File: config.mk
export PLATFORM = sky130hd
export DESIGN_NAME = muldiv_ctrl
export DESIGN_NICKNAME = d
export VERILOG_FILES = /design/src/rtl/muldiv_ctrl.sv
export SDC_FILE = /design/constraint.sdc
export NUM_CORES = 1
export LEC_CHECK = 0
export ABC_AREA = 1
export CELL_PAD_IN_SITES_DETAIL_PLACEMENT = 1
export CELL_PAD_IN_SITES_GLOBAL_PLACEMENT = 2
export CORE_ASPECT_RATIO = 0.7
export CORE_MARGIN = 1.5
export CORE_UTILIZATION = 17
export CTS_BUF_LIST = sky130_fd_sc_hd__clkbuf_2 sky130_fd_sc_hd__clkbuf_4 sky130_fd_sc_hd__clkbuf_8
export DETAILED_ROUTE_END_ITERATION = 12
export PLACE_DENSITY_LB_ADDON = 0.1
export SETUP_SLACK_MARGIN = 0.05
export SLEW_MARGIN = 25
export SYNTH_ARGS = -nofsm -noshare
export SYNTH_HDL_FRONTEND = slang
export SYNTH_SLANG_ARGS = --single-unit
File: constraint.sdc
create_clock -name clock -period 1.4 [get_ports clock]
set_input_delay 0.21 -clock clock [delete_from_list [all_inputs] [get_ports clock]]
set_output_delay 0.21 -clock clock [all_outputs]
set_load 0.01 [all_outputs]
File: src/rtl/muldiv_ctrl.sv
// Sequencer for the multiplier/divider units and owner of the architectural HI/LO pair.
// Optional watchdog on the WAIT state is enabled with `define MULDIV_TIMEOUT_EN.
module muldiv_ctrl #(
  parameter int TIMEOUT_CYCLES = 64
) (
  input  logic        clock,
  input  logic        reset,
  input  logic        op_valid,
  input  logic        op_sel,
  output logic        op_ready,
  input  logic [31:0] rs_in,
  input  logic [31:0] rt_in,
  output logic [31:0] opa_out,
  output logic [31:0] opb_out,
  output logic        mult_ctrl,
  input  logic        mult_done,
  input  logic [31:0] mult_hi,
  input  logic [31:0] mult_lo,
  output logic        div_ctrl,
  input  logic        div_done,
  input  logic        div0,
  input  logic [31:0] div_hi,
  input  logic [31:0] div_lo,
  output logic [31:0] hi_out,
  output logic [31:0] lo_out,
  output logic        busy,
  output logic        done_pulse,
  output logic        div0_exc,
  output logic        timeout_err
);

  typedef enum logic [1:0] {IDLE, LAUNCH, WAIT, RELEASE} state_e;

  state_e      state_q;
  logic        cur_div_q;
  logic [31:0] opa_q, opb_q, hi_q, lo_q;
  logic        done_pulse_q, div0_exc_q;
  logic        sel_done;

  // Only the launched unit's done flag is ever looked at.
  assign sel_done = cur_div_q ? div_done : mult_done;

`ifdef MULDIV_TIMEOUT_EN
  localparam int CNT_W = ($clog2(TIMEOUT_CYCLES + 1) > 8) ? $clog2(TIMEOUT_CYCLES + 1) : 8;
  logic [CNT_W-1:0] wait_cnt_q;
  logic             timeout_q;
  assign timeout_err = timeout_q;
`else
  assign timeout_err = 1'b0;
`endif

  always_ff @(posedge clock) begin
    if (reset) begin
      state_q      <= IDLE;
      cur_div_q    <= 1'b0;
      opa_q        <= '0;
      opb_q        <= '0;
      hi_q         <= '0;
      lo_q         <= '0;
      done_pulse_q <= 1'b0;
      div0_exc_q   <= 1'b0;
`ifdef MULDIV_TIMEOUT_EN
      wait_cnt_q   <= '0;
      timeout_q    <= 1'b0;
`endif
    end else begin
      done_pulse_q <= 1'b0;
      div0_exc_q   <= 1'b0;
      unique case (state_q)
        IDLE: begin
          if (op_valid) begin
            opa_q     <= rs_in;
            opb_q     <= rt_in;
            cur_div_q <= op_sel;
            state_q   <= LAUNCH;
          end
        end
        LAUNCH: begin
          state_q <= WAIT;
`ifdef MULDIV_TIMEOUT_EN
          wait_cnt_q <= '0;
`endif
        end
        WAIT: begin
          if (sel_done) begin
            if (cur_div_q && div0) begin
              div0_exc_q <= 1'b1;
            end else begin
              hi_q         <= cur_div_q ? div_hi : mult_hi;
              lo_q         <= cur_div_q ? div_lo : mult_lo;
              done_pulse_q <= 1'b1;
            end
            state_q <= RELEASE;
          end
`ifdef MULDIV_TIMEOUT_EN
          // Give up after TIMEOUT_CYCLES WAIT cycles with no done; HI/LO untouched.
          else if (wait_cnt_q == CNT_W'(TIMEOUT_CYCLES - 1)) begin
            timeout_q <= 1'b1;
            state_q   <= RELEASE;
          end else begin
            wait_cnt_q <= wait_cnt_q + 1'b1;
          end
`endif
        end
        RELEASE: state_q <= IDLE;
        default: state_q <= IDLE;
      endcase
    end
  end

  // Control levels are pure decodes of registered state; no input-to-output paths.
  assign op_ready   = (state_q == IDLE);
  assign busy       = (state_q != IDLE);
  assign mult_ctrl  = ((state_q == LAUNCH) || (state_q == WAIT)) && !cur_div_q;
  assign div_ctrl   = ((state_q == LAUNCH) || (state_q == WAIT)) &&  cur_div_q;
  assign opa_out    = opa_q;
  assign opb_out    = opb_q;
  assign hi_out     = hi_q;
  assign lo_out     = lo_q;
  assign done_pulse = done_pulse_q;
  assign div0_exc   = div0_exc_q;

endmodule

# --- Yosys cells after proc, flatten, opt, wreduce, memory -nomap -nowiden ---
# Index checks and enable logic that the tools add are counted.
# Widths: inputs -> output; s select.
word_totals:
  ff_bits: 133
  inputBits: 199
  output_inout_bits: 135
  wordCells: 35
classes:
  n_eq_ne: 5
  mux: 8
  n_bitwise: 3
  reduce_logical: 11
op_table:
  columns: ["cell", "count"]
  rows:
  - ["$mux 32", 2]
  - ["$pmux 2 s4", 1]
  - ["$eq 2x2->1 const B", 2]
  - ["$mux 2", 2]
  - ["$ne 2x2->1 const B", 2]
  - ["$reduce_and 2->1", 2]
  - ["$logic_and 1x1->1", 3]
  - ["$mux 1", 3]
  - ["$not 1->1", 3]
  - ["$reduce_and 3->1", 1]
  - ["$reduce_or 3->1", 1]
  - ["$eq 2x1->1 const B", 1]
  - ["$logic_not 2->1", 1]
  - ["$reduce_bool 2->1", 1]
  - ["$logic_not 1->1", 1]
  - ["$logic_or 1x1->1", 1]

# --- Logic depth before layout (Yosys ltp) ---
# Gate-level depths: netlist of run 1.
logic_depth:
  depth_word: 3
  ltp_mapped: 10
  ltp_nobuf: 7

# --- Least setup slack after synthesis of run 1 ---
# No wires, ideal clock.
synth_path:
  path_type: "register to register"
  from: "reg state_q[1]"
  to: "reg opa_q[22] (netlist: opa_out[22])"
  setup_ns: 0.064
  arrival_ns: 1.234
  required_time_ns: 1.336
  path_slack_ns: 0.101
  stages_incl_launch_ff: 8
  n_path_buf: 2
  synth_period_minus_slack_ns: 1.299
  cell_sequence: "dfxtp_1 inv_1 ha_1 nand2_1 buf_2 clkbuf_1 o21ai_0 nor2_1"
synth_via:
  elab_chain_cells: 2
synth_lines:
  columns: ["element", "line_no", "rtl"]
  rows:
  - ["start, declared", "34", "state_e state_q;"]
  - ["start signal, assigned", "54", "state_q <= IDLE;"]
  - ["start signal, assigned", "75", "state_q <= LAUNCH;"]
  - ["start signal, assigned", "79", "state_q <= WAIT;"]
  - ["$logic_not 2->1", "69", "unique case (state_q)"]
  - ["$reduce_and 2->1 (no line)", null, null]
  - ["end signal, assigned", "72", "opa_q <= rs_in;"]
  - ["end, declared", "36", "logic [31:0] opa_q, opb_q, hi_q, lo_q;"]
# Every way passes these cells.
# A chain may end at the register's enable or synchronous reset.

# --- Worst setup path in the final report of run 1 ---
layout_path:
  from: "reg state_q[1]"
  to: "out mult_ctrl"
layout_via:
  elab_chain_cells: 3
  elab_cells_between_ends: 4
  cone_classes: "eq/ne: 2; reduce/logical: 2"
layout_lines:
  columns: ["element", "line_no", "rtl"]
  rows:
  - ["$eq 2x1->1 / $eq 2x2->1 (equally long branches)", "114", "assign mult_ctrl = ((state_q == LAUNCH) || (state_q == WAIT)) && !cur_div_q;"]
  - ["$logic_or 1x1->1 *", "114", null]
  - ["$logic_and 1x1->1 *", "114", null]
  - ["end, declared", "15", "output logic mult_ctrl,"]
# Mark *: on every way between the ends. The rest lies on a longest branch, timed or not.

==> out/qor.csv, run 1 <==
stage,metric,value,unit
timing,fmax,642.8,MHz
synth,synth_top_cell_area_share,0.4544,
clock_tree,clk_path_buf_depth,2,
synth,async_reset_ff_frac,0,
floorplan,core,33700,um2
synth,yosys.area.top_type,dfxtp_1,
worst_setup_path,critical_path.startpoint,state_q[1],
synth,synth.most_common_cell,nand2_1,
floorplan,num_rows,56,
worst_setup_path,critPathCapture,mult_ctrl,
outcome,outcome,"complete, but fails checks",
synth,ys_types,17,
timing,finalSetupViolCount,63,
layout,register_area,2681,um2
timing,hold_violations,0,
global_routing,grt_pass1_vias,6514,
layout,finalNetCount,1485,
clock_tree,ctsHoldBuffers,0,
place,postPlaceCellArea,9905,um2
global_routing,grt-ovfl-total,0,
floorplan,die_area,35610,um2
route,drt_iter0_markers,175,
clock_tree,htreeDepth,4,
worst_setup_path,cp-end-kind,output port,
route,wl_per_cell,15.26,um
synth,synth_common_cells,"nand2_1 (327), nor2_1 (260), dfxtp_1 (133)",
timing,rsz0062_at_grt,true,
timing,min_period,1556,ps
floorplan,die_y,158.3,um
route,antenna_left,0,
worst_setup_path,critical_path_class,reg -> out,
global_routing,antenna_found_initial,1,
worst_setup_path,critical_path_required,1190,ps
route,drc_errors,0,
place,post-place-ws,-217.7,ps
clock_tree,cts_tree,done,
route,drtPass1Iterations,4,
outcome,failed_checks,setup timing,
pwr,p_total,17.35,mW
layout,nFillCells,4072,
floorplan,io_pins,334,
synth,syn-cell-area,5859,um2
clock_tree,clk_transition_reported_paths,90,ps
worst_setup_path,reg2reg_slack,-60,ps
timing,setup_tns,-1891,ps
synth,synthFlopType,dfxtp_1,
synth,synthTopCellsByArea,"dfxtp_1 (45%), nand2_1 (21%), nor2_1 (17%)",
worst_setup_path,rr_endpoint,hi_out[16],
layout,syn_to_final_growth,91.50,%
clock_tree,cts_buffers,17,
global_routing,grt_max_degree,66,
layout,final_layout_size_suffix_gt1_frac,0.2824,
pwr,p_per_area,1546,nW/um2
worst_setup_path,cp.arrival,1350,ps
synth,postSynthAreaPerCell,6.307,um2
floorplan,die_w,224.9,um
timing,slew_viol_final,0,
synth,synth.ff_latch_count,133,
synth,synth.net_count,1131,
synth,synth_edf_count,0,
place,dp_hpwl,18800,um
pwr,ir_drop,576.9,uV
route,wl,26850,um
global_routing,grt_use_total,0.1484,
synth,yosysSeqAreaShare,0.4544,
place,port_buffers,332,
layout,n_antenna_cell,0,
floorplan,initial_core_util,0.1739,
clock_tree,clock-root-buffer,clkbuf_8,
global_routing,grt_first_pass_wirelength,39500,um
synth,postSynthCellCount,929,
worst_setup_path,reg2regPathDepth,10,
layout,fin_area,11220,um2
worst_setup_path,path_max_fanout,2,
route,via_count,6685,
pwr,p_leak,5.125,nW
place,gp_congestion,0.7078,
clock_tree,clock_latency,460,ps
synth,yosysWarnings,0,
worst_setup_path,crit_path_start_kind,flop,
layout,multi_input_area,3246,um2
run,max_cap_violations,0,
timing,fin_hold_ws,349.5,ps
timing,fin_ws,-155.8,ps
timing,period_share,1.111,
route,vias_per_cell,3.798,
timing,skew,11.52,ps
clock_tree,clkSinkCount,133,
worst_setup_path,reg2reg_from,state_q[0],
hold_path,hold_path_class,in -> reg,
## per-stage QoR
step,utilization,std cells
4_1_cts,0.3330,1762
5_1_grt,0.3329,1760
6_report,0.3329,1760
3_3_place_gp,0.2939,1701
2_1_floorplan,-,929
3_5_place_dp,0.2939,1701
## cells in the final DEF, fill, tap and decap left out, types with 24 or more instances in the layout
cell type          n
clkbuf_2          65
clkdlybuf4s50_1  198
nand2_1          247
o21ai_0           61
nand2_4           24
nand2_2           58
dfxtp_1          120
clkdlybuf4s15_1   27
clkdlybuf4s15_2   26
nor2_2            41
nor2_1           199
inv_1             65
## layer usage
metal  part of all wire  wire length, um  vias to the layer above  track usage
li1                   -                -                     3468            -
met1               0.46            12260                     3073       0.1886
met2               0.47            12700                      128       0.2415
met3              0.062             1667                       14      0.05093
met4             0.0077              207                        2      0.03547
met5            0.00041               11                        -            0
## worst min-delay path by stage
stage / start / endpoint / slack (ps) / cells past startpoint
after floorplan: reset / done_pulse / 280 / 1
after global placement: opb_out[10] / opb_out[10] / 460 / 2
after detailed placement: opb_out[22] / opb_out[22] / 470 / 2
after CTS: rs_in[0] / opa_out[0] / 300 / 3
after global routing: rt_in[31] / opb_out[31] / 310 / 3
final: rs_in[0] / opa_out[0] / 350 / 3
## cell families (layout without fill, tap and decap cells)
family,count (synthesis),after routing,synth area share
compound gates,69,69,0.05894
fa+ha+maj,3,3,0.006407
simple gates,593,593,0.3824
buf+inv,130,497,0.09716
other cells,1,1,0.0006400
flops,133,133,0.4544
## timing repair
action / in CTS / in global routing
buffers inserted: 16 / 0
resized for setup: 416 / 229
endpoints found under the setup margin: 206 / 173
pin swaps: 12 / 27
cloned: 14 / 3
## state kept, by name, summed over array words and instances, names as in the netlist
signal	count
hi_out	32
lo_out	32
opa_out	32
opb_out	32
state_q	2
cur_div_q	1
div0_exc	1
done_pulse	1
## cell type report
cell class | count | area share
Multi-Input combinational cell | 666 | 0.2892
Sequential cell | 133 | 0.2390
Timing Repair Buffer | 392 | 0.3603
Clock inverter | 14 | 0.01360
Inverter | 73 | 0.02464
Clock buffer | 18 | 0.02152
Tap cell | 464 | 0.05174
## worst max-delay path, cell delays in order (launching register included)
cell and delay (ps):
dfxtp_2 340, inv_2 50, ha_4 260, inv_2 30
nor2_1 70, buf_2 140
## power by group
part	leakage [nW]	switching [mW]	internal, mW	total (mW)
clock network	0.201	1.75	1.62	3.37
registers	1.10	0.510	4.81	5.32
logic	3.83	4.57	4.09	8.66
(Power assumes the default switching activity.)
==> run 2: changes to the inputs <==
==> constraint.sdc (replaced) <==
create_clock -name clock -period 1.4 [get_ports clock]
set_input_delay 0.21 -clock clock [delete_from_list [all_inputs] [get_ports clock]]
set_output_delay 0.21 -clock clock [all_outputs]
set_load 0.1 [all_outputs]
==> run 2 against run 1 <==
The run still ends with setup timing left; flip-flop and latch count unchanged; hold slack got worse by 15 ps; register-to-register slack got worse by 80 ps; maximum frequency decreased by 6.4%; critical path depth unchanged; total power grew 70%; via count grew 3.7%; final area rose by 20%; global-route usage grew 1.0 points; clock power is 4% higher; critical endpoint unchanged; largest power group unchanged.
==> out/qor.csv, run 2 (synthesis results as in run 1) <==
stage,metric,value,unit
outcome,outcome,"complete, but fails checks",
outcome,failed_checks,setup timing,
global_routing,grt-ovfl-total,0,
place,dp_cells,1692,
place,gp_congestion,0.7239,
worst_setup_path,path_max_fanout,2,
place,port_buffers,332,
worst_setup_path,reg2reg_from,state_q[0],
worst_setup_path,reg2reg_slack,-140,ps
hold_path,min_delay_path_depth,3,
hold_path,hold_path_class,in -> reg,
layout,finalNetCount,1510,
clock_tree,clock_latency,470,ps
clock_tree,htreeDepth,4,
global_routing,grt_first_pass_wirelength,41770,um
layout,nFillCells,3834,
layout,mostFrequentLayoutCell,nand2_1,
worst_setup_path,cp.arrival,1450,ps
floorplan,core,33700,um2
timing,rsz0062_at_grt,true,
route,vias_per_cell,3.879,
route,wl_per_cell,17.18,um
global_routing,grt_max_degree,45,
run,max_cap_violations,0,
layout,layout_common_cells,"nand2_1 (269), clkdlybuf4s50_1 (198), nor2_1 (176)",
layout,post-route-util,0.3999,
pwr,p_leak,5.881,nW
layout,register_area,2688,um2
route,drtPass1Iterations,4,
pwr,p_total,29.44,mW
clock_tree,clk_transition_reported_paths,90,ps
timing,period_share,1.187,
global_routing,grt_pass1_vias,6720,
route,wl,30700,um
floorplan,initial_core_util,0.1739,
pwr,ir_drop,784.6,uV
place,post-place-ws,-136.6,ps
hold_path,hp-start,rs_in[27],
clock_tree,clk_path_buf_depth,2,
timing,skew,10.81,ps
worst_setup_path,crit_path_start_kind,flop,
clock_tree,cts_buffers,17,
route,drc_errors,0,
timing,slew_viol_final,0,
route,antenna_left,0,
clock_tree,ctsHoldBuffers,0,
layout,fin_cells,1787,
worst_setup_path,reg2regPathDepth,11,
timing,fmax,601.9,MHz
timing,fin_ws,-261.3,ps
worst_setup_path,cp-end-kind,output port,
hold_path,min_to,opa_out[27],
timing,fin_hold_ws,334.8,ps
worst_setup_path,rr_endpoint,hi_out[29],
layout,fin_area,13480,um2
place,postPlaceCellArea,11150,um2
global_routing,grt_use_total,0.1589,
floorplan,io_pins,334,
route,drt_iter0_markers,189,
pwr,p_per_area,2184,nW/um2
floorplan,die_y,158.3,um
clock_tree,clkSinkCount,133,
timing,hold_violations,0,
clock_tree,cts_tree,done,
layout,final_layout_size_suffix_gt1_frac,0.3263,
floorplan,num_rows,56,
route,via_count,6932,
timing,min_period,1661,ps
floorplan,die_area,35610,um2
layout,syn_to_final_growth,130.0,%
timing,finalSetupViolCount,69,
timing,setup_tns,-4653,ps
clock_tree,clock-root-buffer,clkbuf_8,
worst_setup_path,critical_path_class,reg -> out,
floorplan,die_w,224.9,um
layout,multi_input_area,3385,um2
worst_setup_path,critical_path_required,1190,ps
global_routing,antenna_found_initial,4,
place,dp_hpwl,18720,um
run 2: timing repair:
action | 4_1_cts | 5_1_grt
setup buffers | 25 | 8
pin swaps | 20 | 33
gates resized for setup | 137 | 196
endpoints found under the setup margin | 94 | 139
gates cloned | 17 | 17
run 2: worst max-delay path: stages, from the launching register on:
cell and delay (ps):
dfxtp_2 340, inv_2 50, ha_4 290, inv_4 40
nor2_4 90, buf_12 180
run 2: final cells by class:
type / instances / share of cell area
inverter: 73 / 0.02256
multi-input combinational: 668 / 0.2511
clock buffer: 21 / 0.02144
sequential: 133 / 0.1994
timing repair buffer: 414 / 0.4520
tap: 464 / 0.04307
antenna: 2 / 0.0003713
timing repair inverter: 1 / 0.0008354
clock inverter: 11 / 0.009282
run 2: report_power, final:
part | internal, mW | total (mW) | switching (mW)
Combinational | 7.70 | 20.0 | 12.3
Sequential | 4.83 | 5.90 | 1.07
Clock | 1.77 | 3.51 | 1.74
Total | 14.3 | 29.4 | 15.1
run 2: worst max-delay path by stage:
stage	startpoint	endpoint	slack, ps	cells after the start
after floorplan	state_q[1]	mult_ctrl	-8	4
after global placement	div_done	lo_out[10]	-120	7
after detailed placement	div_done	lo_out[9]	-140	7
after CTS	state_q[1]	mult_ctrl	-330	5
after global routing	state_q[1]	mult_ctrl	-360	5
final	state_q[1]	mult_ctrl	-260	5
run 2: per-layer routing:
metal	vias to the layer above	wire, um	GRT usage
met3	15	1791	0.05444
met5	-	26	0
li1	3540	-	-
met2	133	14280	0.2600
met1	3240	14390	0.2018
met4	4	204	0.03452
